===== src/rtl/pc_fetch_unit.sv =====
// Program counter for the instruction memory: next-PC select (seq/branch/jump), RUN/HALT/FAULT control.
// pc and state are registered (1 cycle); pc_plus4 is combinational; stall holds PC and the retire count.
module pc_fetch_unit #(
   parameter logic [31:0] RESET_PC   = 32'h0000_0000,
   parameter int          IMEM_DEPTH = 100,
   parameter logic [31:0] HALT_INSTR = 32'hFFFF_FFFF
) (
   input  logic        clk,
   input  logic        rst_n,
   input  logic        stall,
   input  logic        branch_taken,
   input  logic        jump,
   input  logic [31:0] sign_imm,
   input  logic [31:0] instr,
   output logic [31:0] pc,
   output logic [31:0] pc_plus4,
   output logic        halted,
   output logic        addr_fault,
   output logic [31:0] retired_cnt
);

   localparam logic [1:0] S_RUN   = 2'b00;
   localparam logic [1:0] S_HALT  = 2'b01;
   localparam logic [1:0] S_FAULT = 2'b10;

   localparam logic [31:0] DEPTH_W = 32'(IMEM_DEPTH);

   logic [1:0]  state_q, state_d;
   logic [31:0] pc_q, pc_d;
   logic [31:0] cnt_q, cnt_d;
   logic [31:0] br_target;
   logic [31:0] jmp_target;
   logic [31:0] next_pc;
   logic [31:0] cnt_sat;
   logic        next_oob;
   logic        unused_imm_hi;

   // Offset is in words; its top two bits shift out of range.
   assign unused_imm_hi = ^sign_imm[31:30];

   assign pc_plus4   = pc_q + 32'd4;
   assign br_target  = pc_plus4 + {sign_imm[29:0], 2'b00};
   assign jmp_target = {pc_plus4[31:28], instr[25:0], 2'b00};
   assign next_pc    = jump ? jmp_target : (branch_taken ? br_target : pc_plus4);
   assign next_oob   = {2'b00, next_pc[31:2]} >= DEPTH_W;
   assign cnt_sat    = (cnt_q == 32'hFFFF_FFFF) ? cnt_q : cnt_q + 32'd1;

   always_comb begin
      state_d = state_q;
      pc_d    = pc_q;
      cnt_d   = cnt_q;
      case (state_q)
         S_RUN: begin
            if (!stall) begin
               cnt_d = cnt_sat;
               if (instr == HALT_INSTR) begin
                  state_d = S_HALT;
               end else if (next_oob) begin
                  state_d = S_FAULT;
               end else begin
                  pc_d = next_pc;
               end
            end
         end
         S_HALT:  state_d = S_HALT;
         S_FAULT: state_d = S_FAULT;
         default: state_d = S_FAULT;
      endcase
   end

   always_ff @(posedge clk) begin
      if (!rst_n) begin
         state_q <= S_RUN;
         pc_q    <= RESET_PC;
         cnt_q   <= 32'd0;
      end else begin
         state_q <= state_d;
         pc_q    <= pc_d;
         cnt_q   <= cnt_d;
      end
   end

   assign pc          = pc_q;
   assign retired_cnt = cnt_q;
   assign halted      = (state_q == S_HALT);
   assign addr_fault  = (state_q == S_FAULT);

endmodule


===== config.mk =====
export PLATFORM = sky130hd
export DESIGN_NAME = pc_fetch_unit
export DESIGN_NICKNAME = d
export VERILOG_FILES = /design/src/rtl/pc_fetch_unit.sv
export SDC_FILE = /design/constraint.sdc
export NUM_CORES = 1
export LEC_CHECK = 0
export ABC_CLOCK_PERIOD_IN_PS = 4700
export CAP_MARGIN = 15
export CORE_MARGIN = 2
export CORE_UTILIZATION = 35
export DETAILED_ROUTE_END_ITERATION = 16
export PLACE_DENSITY = 0.59
export SYNTH_ARGS = -nofsm -noshare
export SYNTH_HDL_FRONTEND = slang
export SYNTH_SLANG_ARGS = --single-unit

===== constraint.sdc =====
create_clock -name clk -period 4.7 [get_ports clk]
set_clock_uncertainty 0.15 [all_clocks]
set_input_delay 0.94 -clock clk [delete_from_list [all_inputs] [get_ports clk]]
set_output_delay 0.94 -clock clk [all_outputs]
set_load 0.02 [all_outputs]

Word-level counts from Yosys, hierarchy flattened
Index checks and enable logic that the tools add are counted.
Storage, ports and cells
  flip-flop bits (word level): 66
  bits of input ports: 69
  word-level logic and storage cells: 27
Operators by class
  add/subtract/negate cells: 3
  magnitude comparators: 1
  equality and inequality tests: 6
  mux-type cells: 6
  bitwise logic cells: 4
  reduce and logical (&&, ||, !) cells: 4
Operators by type and width (count)
  $eq 32x32->1 const B: 2
  $mux 32: 2
  $add 32x1->32 const B: 1
  $add 32x3->32 const B: 1
  $add 32x32->32: 1
  $ge 30x7->1 const B: 1
  $mux 2: 3
  $not 1->1: 4
  $pmux 2 s2: 1
  $reduce_and 4->1: 1
  $ne 3x3->1 const B: 1
  $reduce_and 3->1: 1
  $eq 2x1->1 const B: 1
  $eq 2x2->1 const B: 1
  $logic_not 2->1: 1
  $ne 2x2->1 const B: 1
  $reduce_and 2->1: 1

Longest topological paths before layout
Gate-level depths: netlist of the first run.
  depth after elaboration: 9
  mapped depth: 20
  mapped depth without buffers: 17

Worst setup path before layout of the first run
No wires, ideal clock.
  path kind: reg-to-reg
  from: register pc_q[8] (netlist: pc[8])
  to: register pc_q[2] (netlist: pc[2])
  library setup time: 0.126 ns
  arrival: 4.440 ns
  data required time: 4.424 ns
  slack: -0.017 ns
  cell stages (with the launch flop): 18
  buffers on the path: 1
  cells stage by stage: dfxtp_1 > and4_1 > nand4_1 > nor3_1 > nand2_1 > xnor2_1 > ha_1 > clkbuf_1 > a21o_1 > o21bai_1 > or3b_1 > nor4_1 > nor4_1 > o32ai_1 > nand3_1 > or3_1 > o31ai_1 > a211oi_1
On the way
  longest elaborated chain between the ends: 7
Ends and longest elaborated chain
  start: declaration: line 29  | logic [31:0] pc_q, pc_d;
  start signal: assignment: line 78  | pc_q <= pc_d;
  $add 32x3->32 *: line 41  | assign pc_plus4 = pc_q + 32'd4;
  via pc_plus4[27]: line 16  | output logic [31:0] pc_plus4,
  $add 32x32->32: line 42  | assign br_target = pc_plus4 + {sign_imm[29:0], 2'b00};
  $mux 32 * (2 in series): line 44  | assign next_pc = jump ? jmp_target : (branch_taken ? br_target : pc_plus4);
  $ge 30x7->1 *: line 45  | assign next_oob = {2'b00, next_pc[31:2]} >= DEPTH_W;
  $not 1->1 (no source line) *
  $reduce_and 4->1 (no source line) *
The timed path passes the listed nets; every way through them passes the cells marked *.
A chain may end at the register's enable or synchronous reset.

Worst setup path after layout of the first run
  from: input sign_imm[0]
  to: register pc_q[4] (netlist: pc[4])
On the way
  longest elaborated chain between the ends: 6
Ends and longest elaborated chain
  start: declaration: line 13  | input logic [31:0] sign_imm,
  $add 32x32->32 *: line 42
  $mux 32 * (2 in series): line 44
  $ge 30x7->1: line 45
  $not 1->1 (no source line)
  $reduce_and 4->1 (no source line)
Mark *: on every way between the ends. The rest lies on a longest branch, timed or not.

==> reports/qor.yml, run 1 <==
status: "finished clean"
fmax_ghz: 0.2192
yosysTopAreaCell: "dfxtp_1"
finalHoldViolCount: 0
numCtsBuffers: 9
syn_to_final_growth_pct: 59.94
final-setup-viol-count: 0
synth_compound_area_share_pct: 24.05
synth_cells: 738
portBuffers: 160
drive_above_1_share_pct: 24.42
dpl.hpwl_mm: 18.64
p_leak_nw: 3.809
syn-mean-instance-area_um2: 7.812
h-tree-depth: 3
wl_mm: 23.01
drc: 0
holdWs_ns: 0.3507
num_rows: 46
syn-cell-area_mm2: 0.005766
synth_top_family_by_area: "simple AND/OR/NAND/NOR gates"
n_antenna_cell: 0
clkSlewWorstSetupHoldPaths_ns: 0.05
worstSetupPathType: "input pin to flip-flop"
finalCriticalPeriod_ns: 4.562
maxSlewViolCount: 0
avgViaCountPerCell: 5.539
totalNegativeSetupSlack_ns: 0
postRouteAntennaNets: 0
synthDistinctLibCells: 89
pin_count: 167
synthAdderAreaFrac_pct: 7.509
grt_pass1_vias: 6627
cp_slowest_cell: "clkdlybuf4s50_1"
power_density_mw_per_mm2: 167.1
cpPeakStageDelay_ns: 0.42
worst_slack_ns: 0.1381
grt-ovfl-total: 0
yosysSeqAreaShare_pct: 22.22
antenna_found_initial: 0
cts_tree: "done"
ys_warn_count: 0
synth_edf_count: 0
slew_headroom_pct: 60.30
fin_crit_sh_pct: 97.06
place_area_mm2: 0.008567
yosysMostFrequentCell: "dfxtp_1"
vias: 6935
insertion_delay_ns: 0.33
wire_per_inst_um: 18.37
drtPass1Iterations: 5
track_usage_pct: 24.82
max-cap-violations: 0
clock-root-buffer: "clkbuf_16"
gp_congestion: 0.9707
cpMostUsedCell: "buf_4"
synth_xor_xnor_area_share_pct: 9.570
start_util_pct: 36.03
cp-start-kind: "input pin"
async_flop_share_pct: 0
hold_class: "flip-flop to flip-flop"
critPathRequiredTime_ns: 4.77
power_mw: 1.541
core-area_mm2: 0.01600
synthTopCellsByCount: "dfxtp_1, nand2_1, nor2_1, a21oi_1, o21ai_0"
muxShareOfSynthArea_pct: 1.063
synth_top_area_share_pct: 22.22
fin_util_pct: 57.63
grt_first_pass_wirelength_mm: 35.31
grt_max_degree: 39
finalNonFillerCells: 1252
fin_nets: 1134
clock_path_buffers: 2
die_h_um: 132.3
tightestPinTransition_ns: 0.5956
dpl.cell_count: 1227
post-place-ws_ns: -0.1436
crit_path_end_kind: "flip-flop"
cts.sinks: 64
yosys-top-cells-area: "dfxtp_1, ha_1, xor2_1"
finish.instance_area_mm2: 0.009221
hold_buffers: 0
ys_ff_latch: 64
max-vdd-ir-drop_mv: 0.2868
worstPathCellList: "clkdlybuf4s50_1 > ha_1 > fa_1 > a21o_1 > a221o_1 > a221oi_2 > buf_4 > xor2_1 > a2bb2oi_1 > a41oi_1 > o2111a_1 > and2_1 > buf_4 > a21oi_1 > a311oi_2"
synth-simple-area-share_pct: 30.95
crit_arrival_ns: 4.63
die_area_mm2: 0.01752
cp_max_fo: 8
first_iter_violations: 487
ys.flop_type: "dfxtp_1"
die_w_um: 132.3
## report_power, final
group | switching (mW) | total, mW | internal, mW
clock | 0.242 | 0.723 | 0.481
sequential | 0.00383 | 0.549 | 0.545
combinational | 0.135 | 0.269 | 0.134
total | 0.381 | 1.54 | 1.16
## metal layers
layer,share of wire [%],routed length [um],GRT usage (%),vias to the layer above
li1,-,-,-,3345
met1,45,10320,33.03,3304
met2,47,10840,41.34,250
met3,5.6,1277,3.345,36
met4,2.5,568,8.303,0
met5,0,0,0,-
## repair_timing
item | in CTS | in global routing
cloned | 0 | 1
pin swaps | 1 | 21
endpoints found under the setup margin | 4 | 31
setup buffers | 0 | 8
gates resized for setup | 0 | 60
## worst paths after layout
kind                            slack, ns  depth (start not counted)            start         endpoint
worst max-delay path                 0.14                         15      sign_imm[0]            pc[4]
worst min-delay path                 0.35                          2  retired_cnt[26]  retired_cnt[26]
worst max register to register       0.20                         19            pc[3]            pc[4]
worst min register to register       0.35                          2  retired_cnt[26]  retired_cnt[26]
## worst max-delay path, delay by kind of cell
kind | cells | cell delay, ns
XOR/XNOR | 1 | 0.22
adder cells (fa/ha/maj) | 2 | 0.66
AND/OR/NAND/NOR | 1 | 0.15
buffers and inverters | 3 | 0.75
AO/OA/AOI/OAI | 8 | 1.91
## registers in the layout (all words and copies together), names as in the netlist
name and cells:
pc 30, retired_cnt 32, state_q 2
## cell type report
cell class,instances,area [um2]
flip-flops and latches,64,1291
well taps,216,270.3
multi-input cells,622,4493
fillers,1479,6779
clock inverters,6,91.34
inverters,19,71.32
clock buffers,10,239.0
repair buffers,315,2765
## cells in the final DEF (no fill, tap or decap), types with 4 or more instances in the layout
cell	count
o21bai_1	4
clkbuf_16	9
a211oi_1	5
and3_1	15
nand3_1	31
ha_2	5
inv_1	19
xnor2_1	25
nor2_1	52
and4_1	8
nand2b_1	4
and2_1	30
buf_4	155
dfxtp_1	56
nand2_1	61
o21ai_0	33
ha_1	26
o21a_1	16
nor4_2	4
clkdlybuf4s50_1	160
conb_1	4
or3_1	10
o211ai_1	6
nor3_1	22
xor2_1	35
a21oi_1	41
nand4_1	30
nand3_2	5
a31oi_1	8
nor4_1	11
a21o_1	14
dfxtp_2	8
o22ai_1	5
mux2i_1	5
## kinds of logic (layout without fill, tap and decap cells)
family / count (synthesis) / after routing
fa+ha+maj: 34 / 34
other cells: 1 / 4
xor+xnor: 63 / 63
buf+inv: 56 / 350
flops: 64 / 64
mux: 6 / 6
compound gates: 196 / 197
simple gates: 318 / 318
No activity file was read; power rests on OpenSTA's default activity.
==> inputs of run 2 (changes only) <==
- ABC_CLOCK_PERIOD_IN_PS: 4700 -> 5400
- clock period: 4.7 -> 5.4 ns (I/O delays scaled with it)
==> run 2 against run 1 <==
Worst hold slack hardly changed. Non-clock buffer count is 127 lower. Global-route usage is 1.1 points lower. Die area stayed put. Flip-flop and latch count stayed put. Register-to-register slack better by 0.16 ns. Sequential power is 13% lower. Critical path depth is 1 higher. Combinational power is 26% lower. Count of clock-buffer cells in the layout stayed put. Routed wire length is 7.9% lower. Final area is 13% lower. Largest cell class unchanged.
==> reports/qor.yml, run 2 (synthesis results as in run 1) <==
mostFrequentLayoutCells: "clkdlybuf4s50_1, dfxtp_1, nand2_1, nor2_1, a21oi_1"  # was clkdlybuf4s50_1, buf_4, nand2_1, dfxtp_1, nor2_1
wl_mm: 21.18  # was 23.01 mm
hold_class: "flip-flop to flip-flop"  # unchanged
h-tree-depth: 3  # unchanged
gp_congestion: 0.9720  # was 0.9707
numCtsBuffers: 9  # unchanged
cp-start-kind: "flip-flop"  # was input pin
postRouteAntennaNets: 0  # unchanged
crit_path_end_kind: "flip-flop"  # unchanged
r2r_cells: 16  # was 19
insertion_delay_ns: 0.32  # was 0.33 ns
grt_first_pass_wirelength_mm: 33.91  # was 35.31 mm
finish.instance_area_mm2: 0.008028  # was 0.009221 mm2
mostFrequentLayoutCell: "clkdlybuf4s50_1"  # unchanged
rsz0062_at_grt: "no"
grt_pass1_vias: 6185  # was 6627
pin_count: 167  # unchanged
r2r_end: "pc[4]"  # unchanged
max-cap-violations: 0  # unchanged
fin_util_pct: 50.17  # was 57.63%
start_util_pct: 36.03  # unchanged
clock-root-buffer: "clkbuf_16"  # unchanged
max-vdd-ir-drop_mv: 0.1925  # was 0.2868 mV
place_area_mm2: 0.007679  # was 0.008567 mm2
finalHoldViolCount: 0  # unchanged
power_density_mw_per_mm2: 161.4  # was 167.1 mW/mm2
first_iter_violations: 542  # was 487
hold_buffers: 0  # unchanged
p_leak_nw: 3.109  # was 3.809 nW
tightestPinTransition_ns: 0.6571  # was 0.5956 ns
maxSlewViolCount: 0  # unchanged
status: "finished clean"  # unchanged
clkSlewWorstSetupHoldPaths_ns: 0.06  # was 0.05 ns
worstPathCellList: "ha_1 > nand2_1 > or4_4 > nor3b_1 > or2_2 > ha_1 > a21oi_1 > o21a_1 > a31oi_1 > or4_1 > and3_1 > a2111oi_2 > and2_1 > buf_4 > a21oi_1 > a311oi_1"  # was clkdlybuf4s50_1 > ha_1 > fa_1 > a21o_1 > a221o_1 > a221oi_2 > buf_4 > xor2_1 > a2bb2oi_1 > a41oi_1 > o2111a_1 > and2_1 > buf_4 > a21oi_1 > a311oi_2
die_h_um: 132.3  # unchanged
drc: 0  # unchanged
slew_headroom_pct: 55.06  # was 60.30%
finalCriticalPeriod_ns: 5.044
clock_path_buffers: 2  # unchanged
hold_start: "retired_cnt[28]"  # was retired_cnt[26]
grt-ovfl-total: 0  # unchanged
holdPathStages: 2  # unchanged
r2r-start: "pc[2]"  # was pc[3]
cp_max_fo: 8  # unchanged
cts_tree: "done"  # unchanged
cts.sinks: 64  # unchanged
dpl.hpwl_mm: 17.52  # was 18.64 mm
fin_nets: 1006  # was 1134
hold-path-endpoint: "retired_cnt[28]"  # was retired_cnt[26]
wire_per_inst_um: 18.84  # was 18.37 um
worstSetupPathType: "flip-flop to flip-flop"  # was input pin to flip-flop
avgViaCountPerCell: 5.616  # was 5.539
track_usage_pct: 23.71  # was 24.82%
r2r_setup_slack_ns: 0.36  # was 0.20 ns
crit_arrival_ns: 5.11  # was 4.63 ns
drive_above_1_share_pct: 8.921  # was 24.42%
grt_max_degree: 33  # was 39
portBuffers: 160  # unchanged
final-setup-viol-count: 0  # unchanged
critPathRequiredTime_ns: 5.47  # was 4.77 ns
largest_reg_flops: 32  # unchanged
antenna_found_initial: 0  # unchanged
n_antenna_cell: 0  # unchanged
totalNegativeSetupSlack_ns: 0  # unchanged
die_w_um: 132.3  # unchanged
cp_slowest_cell: "or4_1"  # was clkdlybuf4s50_1
cpPeakStageDelay_ns: 0.50  # was 0.42 ns
syn_to_final_growth_pct: 39.24  # was 59.94%
fin_crit_sh_pct: 93.40
die_area_mm2: 0.01752  # unchanged
fmax_ghz: 0.1983
vias: 6312  # was 6935
num_rows: 46  # unchanged
core-area_mm2: 0.01600  # unchanged
drtPass1Iterations: 7  # was 5
==> run 2: cell types whose count changed in the layout (fill, tap and decap cells not counted), sizes merged <==
cell / before / now
clkinvlp: 0 / 2
inv: 20 / 19
buf: 155 / 28
a21oi: 46 / 45
clkinv: 3 / 2
==> run 2: worst max-delay path, delay by kind of cell, from the launching register on <==
kind	cells	cell delay (ns)
adder cells (fa/ha/maj)	2	0.61
AO/OA/AOI/OAI	6	1.31
buffers and inverters	1	0.18
flip-flops	1	0.48
AND/OR/NAND/NOR	7	2.21
==> run 2: power by group <==
group          switching [mW]  total [mW]  internal (mW)
combinational           0.107       0.200         0.0930
clock                   0.201       0.618          0.417
sequential            0.00330       0.478          0.474
total                   0.311        1.30          0.985
==> run 2: metrics by stage <==
step / cells / power, mW / hold slack, ns / setup WS, ns
2_1_floorplan: 741 / 0.5915 / 0.3665 / 0.6832
3_3_place_gp: 1108 / 0.6831 / 0.3323 / 0.3764
3_5_place_dp: 1108 / 0.6837 / 0.3508 / 0.3161
4_1_cts: 1124 / 1.310 / 0.3592 / 0.2975
5_1_grt: 1124 / 1.348 / 0.3800 / 0.03518
6_report: 1124 / 1.296 / 0.3509 / 0.3563
==> run 2: how the worst max path moves through the flow <==
| stage | start | endpoint | depth (start not counted) |
|---|---|---|---|
| global route | pc[2] | pc[2] | 16 |
| CTS | pc[2] | pc[4] | 17 |
| detailed placement | sign_imm[7] | pc[4] | 13 |
| floorplan | pc[8] | pc[2] | 17 |
| global placement | sign_imm[0] | pc[2] | 13 |
| finish | pc[2] | pc[4] | 16 |
==> run 2: timing repair <==
action | 4_1_cts | 5_1_grt
endpoints found under the setup margin | 0 | 4
gates resized for setup | 0 | 3
buffers inserted | 0 | 0
hold endpoints to repair | 0 | 0
==> run 2: cell type report <==
cell class	count	area [um2]
clock buffers	10	239.0
flip-flops and latches	64	1281
fillers	1590	7973
inverters	19	71.32
well taps	216	270.3
repair buffers	188	1824
clock inverters	6	92.59
multi-input cells	621	4249
==> run 2: per-layer routing <==
metal	up-vias	wire, um	track usage [%]
li1	3090	-	-
met1	3012	9817	31.87
met2	181	9937	39.67
met3	29	1038	3.306
met4	0	387	6.571
met5	-	0	0
